<file path="src/rtl/id_ex_stage.sv">
// ID/EX pipeline register with ALU control decode, operand forwarding and
// load-use hazard detection for the pipelined MIPS core.
//
// Ports:
//   clk, rst                  clock and synchronous active-high reset
//   stall, flush              hold / bubble the ID/EX register
//   id_*                      decoded instruction from the ID stage
//   exmem_*, memwb_*          forwarding sources from later stages
//   alu_ctl, ex_wreg, ex_*    registered EX-stage control
//   alu_a, alu_b              forwarded ALU operands (combinational)
//   ex_store_data             forwarded rt value for stores (combinational)
//   load_use                  load-use hazard to decode (combinational)
module id_ex_stage (
    input  logic        clk,
    input  logic        rst,
    input  logic        stall,
    input  logic        flush,
    input  logic        id_valid,
    input  logic [1:0]  id_aluop,
    input  logic [5:0]  id_funct,
    input  logic        id_alusrc,
    input  logic        id_regdst,
    input  logic        id_regwrite,
    input  logic        id_memread,
    input  logic        id_memwrite,
    input  logic        id_memtoreg,
    input  logic [31:0] id_rs_val,
    input  logic [31:0] id_rt_val,
    input  logic [31:0] id_imm,
    input  logic [4:0]  id_rs,
    input  logic [4:0]  id_rt,
    input  logic [4:0]  id_rd,
    input  logic        exmem_regwrite,
    input  logic [4:0]  exmem_rd,
    input  logic [31:0] exmem_result,
    input  logic        memwb_regwrite,
    input  logic [4:0]  memwb_rd,
    input  logic [31:0] memwb_result,
    output logic [3:0]  alu_ctl,
    output logic [31:0] alu_a,
    output logic [31:0] alu_b,
    output logic [31:0] ex_store_data,
    output logic [4:0]  ex_wreg,
    output logic        ex_valid,
    output logic        ex_regwrite,
    output logic        ex_memread,
    output logic        ex_memwrite,
    output logic        ex_memtoreg,
    output logic        load_use
);

    localparam int unsigned DATA_W = 32;
    localparam int unsigned REG_W  = 5;
    localparam int unsigned CTL_W  = 4;

    logic [CTL_W-1:0]  r_alu_ctl;
    logic [REG_W-1:0]  r_wreg;
    logic              r_valid;
    logic              r_regwrite;
    logic              r_memread;
    logic              r_memwrite;
    logic              r_memtoreg;
    logic              r_alusrc;
    logic [DATA_W-1:0] r_rs_val;
    logic [DATA_W-1:0] r_rt_val;
    logic [DATA_W-1:0] r_imm;
    logic [REG_W-1:0]  r_rs;
    logic [REG_W-1:0]  r_rt;

    logic [CTL_W-1:0]  w_alu_ctl;
    logic [DATA_W-1:0] w_fwd_rs;
    logic [DATA_W-1:0] w_fwd_rt;

    // ALU control decode from operation class and funct
    always_comb begin
        w_alu_ctl = 4'b1111;
        case (id_aluop)
            2'b00: w_alu_ctl = 4'b0010;
            2'b01: w_alu_ctl = 4'b0110;
            2'b11: w_alu_ctl = 4'b0001;
            default: begin
                case (id_funct)
                    6'b100000, 6'b100001: w_alu_ctl = 4'b0010;
                    6'b100010, 6'b100011: w_alu_ctl = 4'b0110;
                    6'b100100:            w_alu_ctl = 4'b0000;
                    6'b100101:            w_alu_ctl = 4'b0001;
                    6'b101010:            w_alu_ctl = 4'b0111;
                    default:              w_alu_ctl = 4'b1111;
                endcase
            end
        endcase
    end

    // ID/EX register: rst > flush > stall > load
    always_ff @(posedge clk) begin
        if (rst) begin
            r_alu_ctl  <= '0;
            r_wreg     <= '0;
            r_valid    <= 1'b0;
            r_regwrite <= 1'b0;
            r_memread  <= 1'b0;
            r_memwrite <= 1'b0;
            r_memtoreg <= 1'b0;
            r_alusrc   <= 1'b0;
            r_rs_val   <= '0;
            r_rt_val   <= '0;
            r_imm      <= '0;
            r_rs       <= '0;
            r_rt       <= '0;
        end else if (flush) begin
            // Bubble: control cleared, data fields left as they are
            r_alu_ctl  <= '0;
            r_wreg     <= '0;
            r_valid    <= 1'b0;
            r_regwrite <= 1'b0;
            r_memread  <= 1'b0;
            r_memwrite <= 1'b0;
            r_memtoreg <= 1'b0;
        end else if (!stall) begin
            r_alu_ctl  <= w_alu_ctl;
            r_wreg     <= id_regdst ? id_rd : id_rt;
            r_valid    <= id_valid;
            // An invalid slot carries no side effects downstream
            r_regwrite <= id_valid & id_regwrite;
            r_memread  <= id_valid & id_memread;
            r_memwrite <= id_valid & id_memwrite;
            r_memtoreg <= id_valid & id_memtoreg;
            r_alusrc   <= id_alusrc;
            r_rs_val   <= id_rs_val;
            r_rt_val   <= id_rt_val;
            r_imm      <= id_imm;
            r_rs       <= id_rs;
            r_rt       <= id_rt;
        end
    end

    // Forwarding: EX/MEM beats MEM/WB; register 0 is never forwarded
    always_comb begin
        w_fwd_rs = r_rs_val;
        if (exmem_regwrite && (exmem_rd != '0) && (exmem_rd == r_rs))
            w_fwd_rs = exmem_result;
        else if (memwb_regwrite && (memwb_rd != '0) && (memwb_rd == r_rs))
            w_fwd_rs = memwb_result;
    end

    always_comb begin
        w_fwd_rt = r_rt_val;
        if (exmem_regwrite && (exmem_rd != '0) && (exmem_rd == r_rt))
            w_fwd_rt = exmem_result;
        else if (memwb_regwrite && (memwb_rd != '0) && (memwb_rd == r_rt))
            w_fwd_rt = memwb_result;
    end

    assign alu_a         = w_fwd_rs;
    assign alu_b         = r_alusrc ? r_imm : w_fwd_rt;
    assign ex_store_data = w_fwd_rt;

    // Load in EX whose destination is read by the instruction in decode
    assign load_use = r_valid & r_memread & (r_wreg != '0) &
                      ((r_wreg == id_rs) | (r_wreg == id_rt));

    assign alu_ctl     = r_alu_ctl;
    assign ex_wreg     = r_wreg;
    assign ex_valid    = r_valid;
    assign ex_regwrite = r_regwrite;
    assign ex_memread  = r_memread;
    assign ex_memwrite = r_memwrite;
    assign ex_memtoreg = r_memtoreg;

endmodule

</file>
<file path="config.mk">
export PLATFORM = sky130hd
export DESIGN_NAME = id_ex_stage
export DESIGN_NICKNAME = d
export VERILOG_FILES = /design/src/rtl/id_ex_stage.sv
export SDC_FILE = /design/constraint.sdc
export NUM_CORES = 1
export LEC_CHECK = 0
export BUFFER_PORTS_ARGS = -buffer_cell sky130_fd_sc_hd__buf_2
export CAP_MARGIN = 10
export CORE_MARGIN = 5
export CORE_UTILIZATION = 48
export DETAILED_ROUTE_END_ITERATION = 16
export PLACE_DENSITY = 0.85
export SYNTH_ARGS = -nofsm -noshare
export SYNTH_HDL_FRONTEND = slang
export SYNTH_SLANG_ARGS = --single-unit
</file>
<file path="constraint.sdc">
create_clock -name clk -period 2.9 [get_ports clk]
set_input_delay 0.435 -clock clk [delete_from_list [all_inputs] [get_ports clk]]
set_output_delay 0.435 -clock clk [all_outputs]
set_load 0.02 [all_outputs]
</file>
==> impl_metrics.toml, run 1 <==
[floorplan]
core_sq_um = 14400
placementRows = 44
dieWidth_microns = 130
initial_core_util_pct = 48.5
top_level_ports = 317
dieArea_sq_um = 17000
die_y_microns = 130

[layout]
nets = 1410
stdcell_area_sq_um = 9580
final_cell_mix = "buf_2 (315), nand2_1 (215), a21oi_1 (150), dfxtp_1 (115), nor2_1 (55)"
final_core_util_pct = 66.6
fill_cells = 1240
drive_gt1_share_pct = 38.5
layout.cells.non_filler = 1403
final_common_cell = "buf_2"
syn_to_final_growth_pct = 37.5

[global_route]
grtUsageTotal_pct = 29.3
antenna_found_initial = 5
grt_max_degree = 66
gr-total-overflow = 0
grt_pass1_vias = 7631
grt_pass1_wl_microns = 39000

[placement]
placed_area_sq_um = 8780
numPlacedInstances = 1366
gp_congestion = 0.987
hpwlAfterDp_microns = 19000
port_buffers = 316

[setup_path]
worstPathRequired_ns = 2.47
cp-end-kind = "output port"
cpMostUsedCell = "buf_2"
crit_type = "input port to output port"
cp-startpoint = "memwb_rd[1]"
worstPathMaxFanout = 40
startpoint_type = "input port"
worst_ep_arrival_time_ns = 2.41
critPathMaxStageDelay_ns = 0.56
cpMaxStageDelayCell = "or4_4"
cp_cell_sequence = "buf_2, or4_4, o211ai_4, buf_12, buf_4, or3_1, a31oi_1, mux2_2, buf_2"
r2r_start = "r_alusrc$_SDFFE_PP0P_"

[routing]
wl_microns = 26000
post-route-drc-count = 0
wl_per_cell_microns = 18.5
vias = 7800
first_iter_violations = 475
viasPerCell = 5.56
final_antenna_net_count = 0
dr.pass1.iters = 5

[sta]
post-route-period-util_pct = 98.1
finalSetupTns_ns = 0
relSlewSlack_pct = 56.1
finClkSkew_ns = 0
min_period_ns = 2.84
finalSetupViolCount = 0
hold_viol = 0
worst_pin_slew_ns = 0.656
max_freq_mhz = 352
drv_slew = 0

[synth]
synth_area_sq_um = 6960
synth.distinct_cells = 43
async_flop_share_pct = 0
synth_fp_nets = 1120
synth_ff_type = "dfxtp_1"
ys_seq_area_share_pct = 34.8
syn_area_per_cell_sq_um = 7.62
yosysWarnings = 0
ys_ff_latch = 121
synth_cells = 914
synth_edf_count = 0

[status]
outcome = "complete, no violations"

[job]
maxCapViolations = 0

[power]
irDropWorstVdd_uv = 367
leakagePower_nw = 4.24
p_total_mw = 5.15
power_density_nw_per_um2 = 537

[min_path]
hold_path_startpoint = "id_memwrite"
holdCritPathClass = "input port to register"

[clocking]
clkSlewWorstSetupHoldPaths_ns = 0.05
insertion_delay_ns = 0.42
cts_tree = "done"
clk_path_buf_depth = 2
cts.sinks = 121
htree_levels = 4
ctsHoldBuffers = 0
cts_buffers = 17
cts_root_buffer = "clkbuf_16"
==> repair_timing <==
action	in CTS	in global routing
pin swaps	0	2
buffers inserted	1	0
hold endpoints to repair	0	0
resized for setup	4	7
gates cloned	2	0
endpoints found under the setup margin	10	21
==> power by group <==
group	total, mW	leakage, nW	switching, mW	internal (mW)
logic	0.956	2.92	0.567	0.389
registers	1.78	0.991	0.0466	1.74
clock network	2.41	0.323	0.785	1.62
==> layout make-up <==
| class | instances | area [sq um] | share of cell area, % |
|---|---|---|---|
| timing repair buffer | 348 | 2000 | 20.9 |
| antenna | 2 | 5.00 | 0.0523 |
| sequential | 121 | 2430 | 25.4 |
| tap | 184 | 230 | 2.40 |
| multi-input combinational | 684 | 4120 | 43.0 |
| clock buffer | 22 | 484 | 5.06 |
| inverter | 32 | 120 | 1.25 |
| clock inverter | 10 | 188 | 1.96 |
==> cell families (layout without fill, tap and decap cells) <==
family / Yosys count / after routing / share of synthesized area (%)
flops: 121 / 121 / 34.8
xor+xnor: 30 / 30 / 3.77
mux: 69 / 69 / 10.5
compound gates: 228 / 228 / 21.6
simple gates: 357 / 357 / 22.2
buf+inv: 109 / 412 / 7.11
other cells: 0 / 2 / 0
==> per-layer routing <==
| layer | global-route usage [%] | wire length [microns] | vias to the layer above |
|---|---|---|---|
| met5 | 0 | 34 | - |
| met4 | 16.7 | 1270 | 6 |
| met3 | 8.09 | 2370 | 96 |
| met2 | 49.2 | 12600 | 413 |
| met1 | 33.7 | 9720 | 3598 |
| li1 | - | - | 3687 |
==> state kept, by name, indices dropped and copies added, names as in the netlist <==
| signal | flops |
|---|---|
| ex_memtoreg | 1 |
| ex_memread | 1 |
| r_imm | 32 |
| ex_wreg | 5 |
| r_alusrc | 1 |
| alu_ctl | 4 |
| r_rs | 5 |
| ex_memwrite | 1 |
| r_rt | 5 |
| r_rs_val | 32 |
| ex_regwrite | 1 |
| ex_valid | 1 |
| r_rt_val | 32 |
==> synthesized netlist by cell type (20+ instances only) <==
cell      count  area, sq um
nand2_1     215          807
a21oi_1     150          751
dfxtp_1     121         2420
nor2_1       56          210
clkbuf_1     54          203
mux2i_1      38          380
nor3_1       33          165
inv_1        32          120
mux2_2       31          349
o21ai_1      31          155
or3_1        21          131
a31oi_2      20          250
xnor2_1      20          175
==> through the flow <==
stage	hold slack, ns	worst slack [ns]
floorplan	0.433	0.234
global placement	0.438	0.113
detailed placement	0.444	0.0795
CTS	0.237	0.0179
global route	0.242	-0.0264
finish	0.249	0.0556
==> worst paths after layout <==
path | end | slack [ns] | cells after the start
worst max register to register | r_alusrc$_SDFFE_PP0P_ | 2.06 | 3
worst max-delay path | alu_b[30] | 0.06 | 9
worst min-delay path | ex_memwrite$_SDFFE_PP0N_ | 0.25 | 3
worst min register to register | r_rt_val[29]$_SDFFE_PP0P_ | 0.45 | 2
==> critical path, delay by kind of cell <==
kind,cells,cell delay [ns]
AOI/OAI and AO/OA,2,0.32
muxes,1,0.28
buffers and inverters,4,0.67
and+or+nand+nor,2,0.67
Note: power is estimated with default switching activity, not from simulation.
==> run 2, diff against run 1 <==
--- a/config.mk
+++ b/config.mk
@@ -7,7 +7,7 @@
 export LEC_CHECK = 0
 export BUFFER_PORTS_ARGS = -buffer_cell sky130_fd_sc_hd__buf_2
 export CAP_MARGIN = 10
-export CORE_MARGIN = 5
+export CORE_MARGIN = 1.5
 export CORE_UTILIZATION = 48
 export DETAILED_ROUTE_END_ITERATION = 16
 export PLACE_DENSITY = 0.85
==> run 2 against run 1 <==
Hold slack improved by 0.0021 ns. Core utilization is 0.063 points lower. Clock skew did not move. Design area shrank 2.4%. Critical endpoint is now alu_b[21]. Largest cell class unchanged. Largest power group unchanged. Highest routed layer is now met4.
==> impl_metrics.toml, run 2 (synthesized netlist as in run 1, its figures left out) <==
[status]
outcome = "complete, no violations"

[routing]
wl_met1_microns = 9470
top_layer = "met4"
post-route-drc-count = 0
dr_wl_met3_microns = 1950
vias = 7628
wl_microns = 24700
dr.pass1.iters = 5
first_iter_violations = 519
final_antenna_net_count = 0
route.met2.wl_microns = 12300
viasPerCell = 5.49
wl_per_cell_microns = 17.8

[layout]
final_core_util_pct = 66.6
final_cell_mix = "buf_2 (315), nand2_1 (215), a21oi_1 (148), dfxtp_1 (113), nor2_1 (55)"
multi_input_area_sq_um = 4140
nets = 1401
regArea_sq_um = 2430
layout.cells.non_filler = 1389
syn_to_final_growth_pct = 34.2
fill_cells = 1203
drive_gt1_share_pct = 38.6
largest_registers = "r_imm x32, r_rs_val x32, r_rt_val x32"
final_common_cell = "buf_2"

[floorplan]
die_y_microns = 123
dieWidth_microns = 123
initial_core_util_pct = 49.6
placementRows = 43
dieArea_sq_um = 15200
core_sq_um = 14000
top_level_ports = 317

[setup_path]
cp_cell_sequence = "xnor2_1, nand4_1, buf_4, buf_12, or3_2, a31oi_2, mux2_2, buf_2"
startpoint_type = "register"
worstPathRequired_ns = 2.47
worst_ep_arrival_time_ns = 2.44
critPathMaxStageDelay_ns = 0.41
cp-end-kind = "output port"
cpMaxStageDelayCell = "or3_2"
worstPathMaxFanout = 10
crit_type = "register to output port"

[clocking]
clkSlewWorstSetupHoldPaths_ns = 0.06
insertion_delay_ns = 0.41
clk_path_buf_depth = 2
cts_tree = "done"
cts.sinks = 121
cts_buffers = 17
ctsHoldBuffers = 0
htree_levels = 4
cts_root_buffer = "clkbuf_16"

[global_route]
grt_pass1_vias = 7173
grtUsageTotal_pct = 30.8
grt_max_degree = 108
antenna_found_initial = 4
gr-total-overflow = 0
grt_pass1_wl_microns = 35700

[sta]
worst_pin_slew_ns = 0.588
whs_ns = 0.251
hold_viol = 0
finalSetupViolCount = 0
finClkSkew_ns = 0
max_freq_mhz = 348
min_period_ns = 2.87
finalSetupTns_ns = 0
relSlewSlack_pct = 60.8
drv_slew = 0
post-route-period-util_pct = 99.1

[placement]
gp_congestion = 0.928
hpwlAfterDp_microns = 17300
numPlacedInstances = 1352
port_buffers = 316

[power]
power_density_nw_per_um2 = 501
p_total_mw = 4.68
irDropWorstVdd_uv = 409
leakagePower_nw = 4.10

[job]
maxCapViolations = 0

[min_path]
holdCritPathClass = "input port to register"
-- run 2: path summary, 6_finish.rpt --
kind	start	cells after the start	slack [ns]	to
min reg2reg	r_rt_val[13]$_SDFFE_PP0P_	2	0.45	r_rt_val[13]$_SDFFE_PP0P_
min	id_memwrite	3	0.25	ex_memwrite$_SDFFE_PP0N_
max reg2reg	r_alusrc$_SDFFE_PP0P_	2	1.96	r_alusrc$_SDFFE_PP0P_
max	r_rt[4]$_SDFFE_PP0P_	8	0.03	alu_b[21]
-- run 2: area by class of cell --
cell class / instances / area share (%)
Multi-Input combinational cell: 684 / 44.2
Sequential cell: 121 / 26.0
Timing Repair Buffer: 339 / 20.1
Clock buffer: 18 / 4.70
Tap cell: 180 / 2.41
Inverter: 32 / 1.28
Clock inverter: 12 / 1.12
Antenna cell: 3 / 0.0803
-- run 2: timing repair --
item	in CTS	in global routing
setup buffers	0	2
cloned	0	2
pin swaps	0	2
gates resized for setup	1	16
setup endpoints to repair	5	40
-- run 2: where the power goes --
part / switching, mW / internal, mW / leakage, nW
sequential: 0.0582 / 1.74 / 0.992
combinational: 0.550 / 0.375 / 2.86
clock: 0.776 / 1.18 / 0.255
total: 1.38 / 3.30 / 4.10
-- run 2: per-stage QoR --
stage | worst slack (ns) | instance area (sq um)
floorplan | 0.234 | 6960
global placement | 0.146 | 8660
detailed placement | 0.128 | 8660
CTS | 0.00173 | 9210
global route | -0.0747 | 9350
finish | 0.0260 | 9350
-- run 2: per-layer routing --
metal	track usage (%)	vias to the layer above
li1	-	3665
met4	18.0	0
met2	54.0	402
met5	0	-
met1	34.4	3493
met3	6.60	68
-- run 2: worst max-delay path: cells and delay by family (launching register included) --
family	cells	cell delay, ns
compound gates	1	0.27
xor+xnor	1	0.15
buf+inv	3	0.49
flops	1	0.39
mux	1	0.19
simple gates	2	0.53
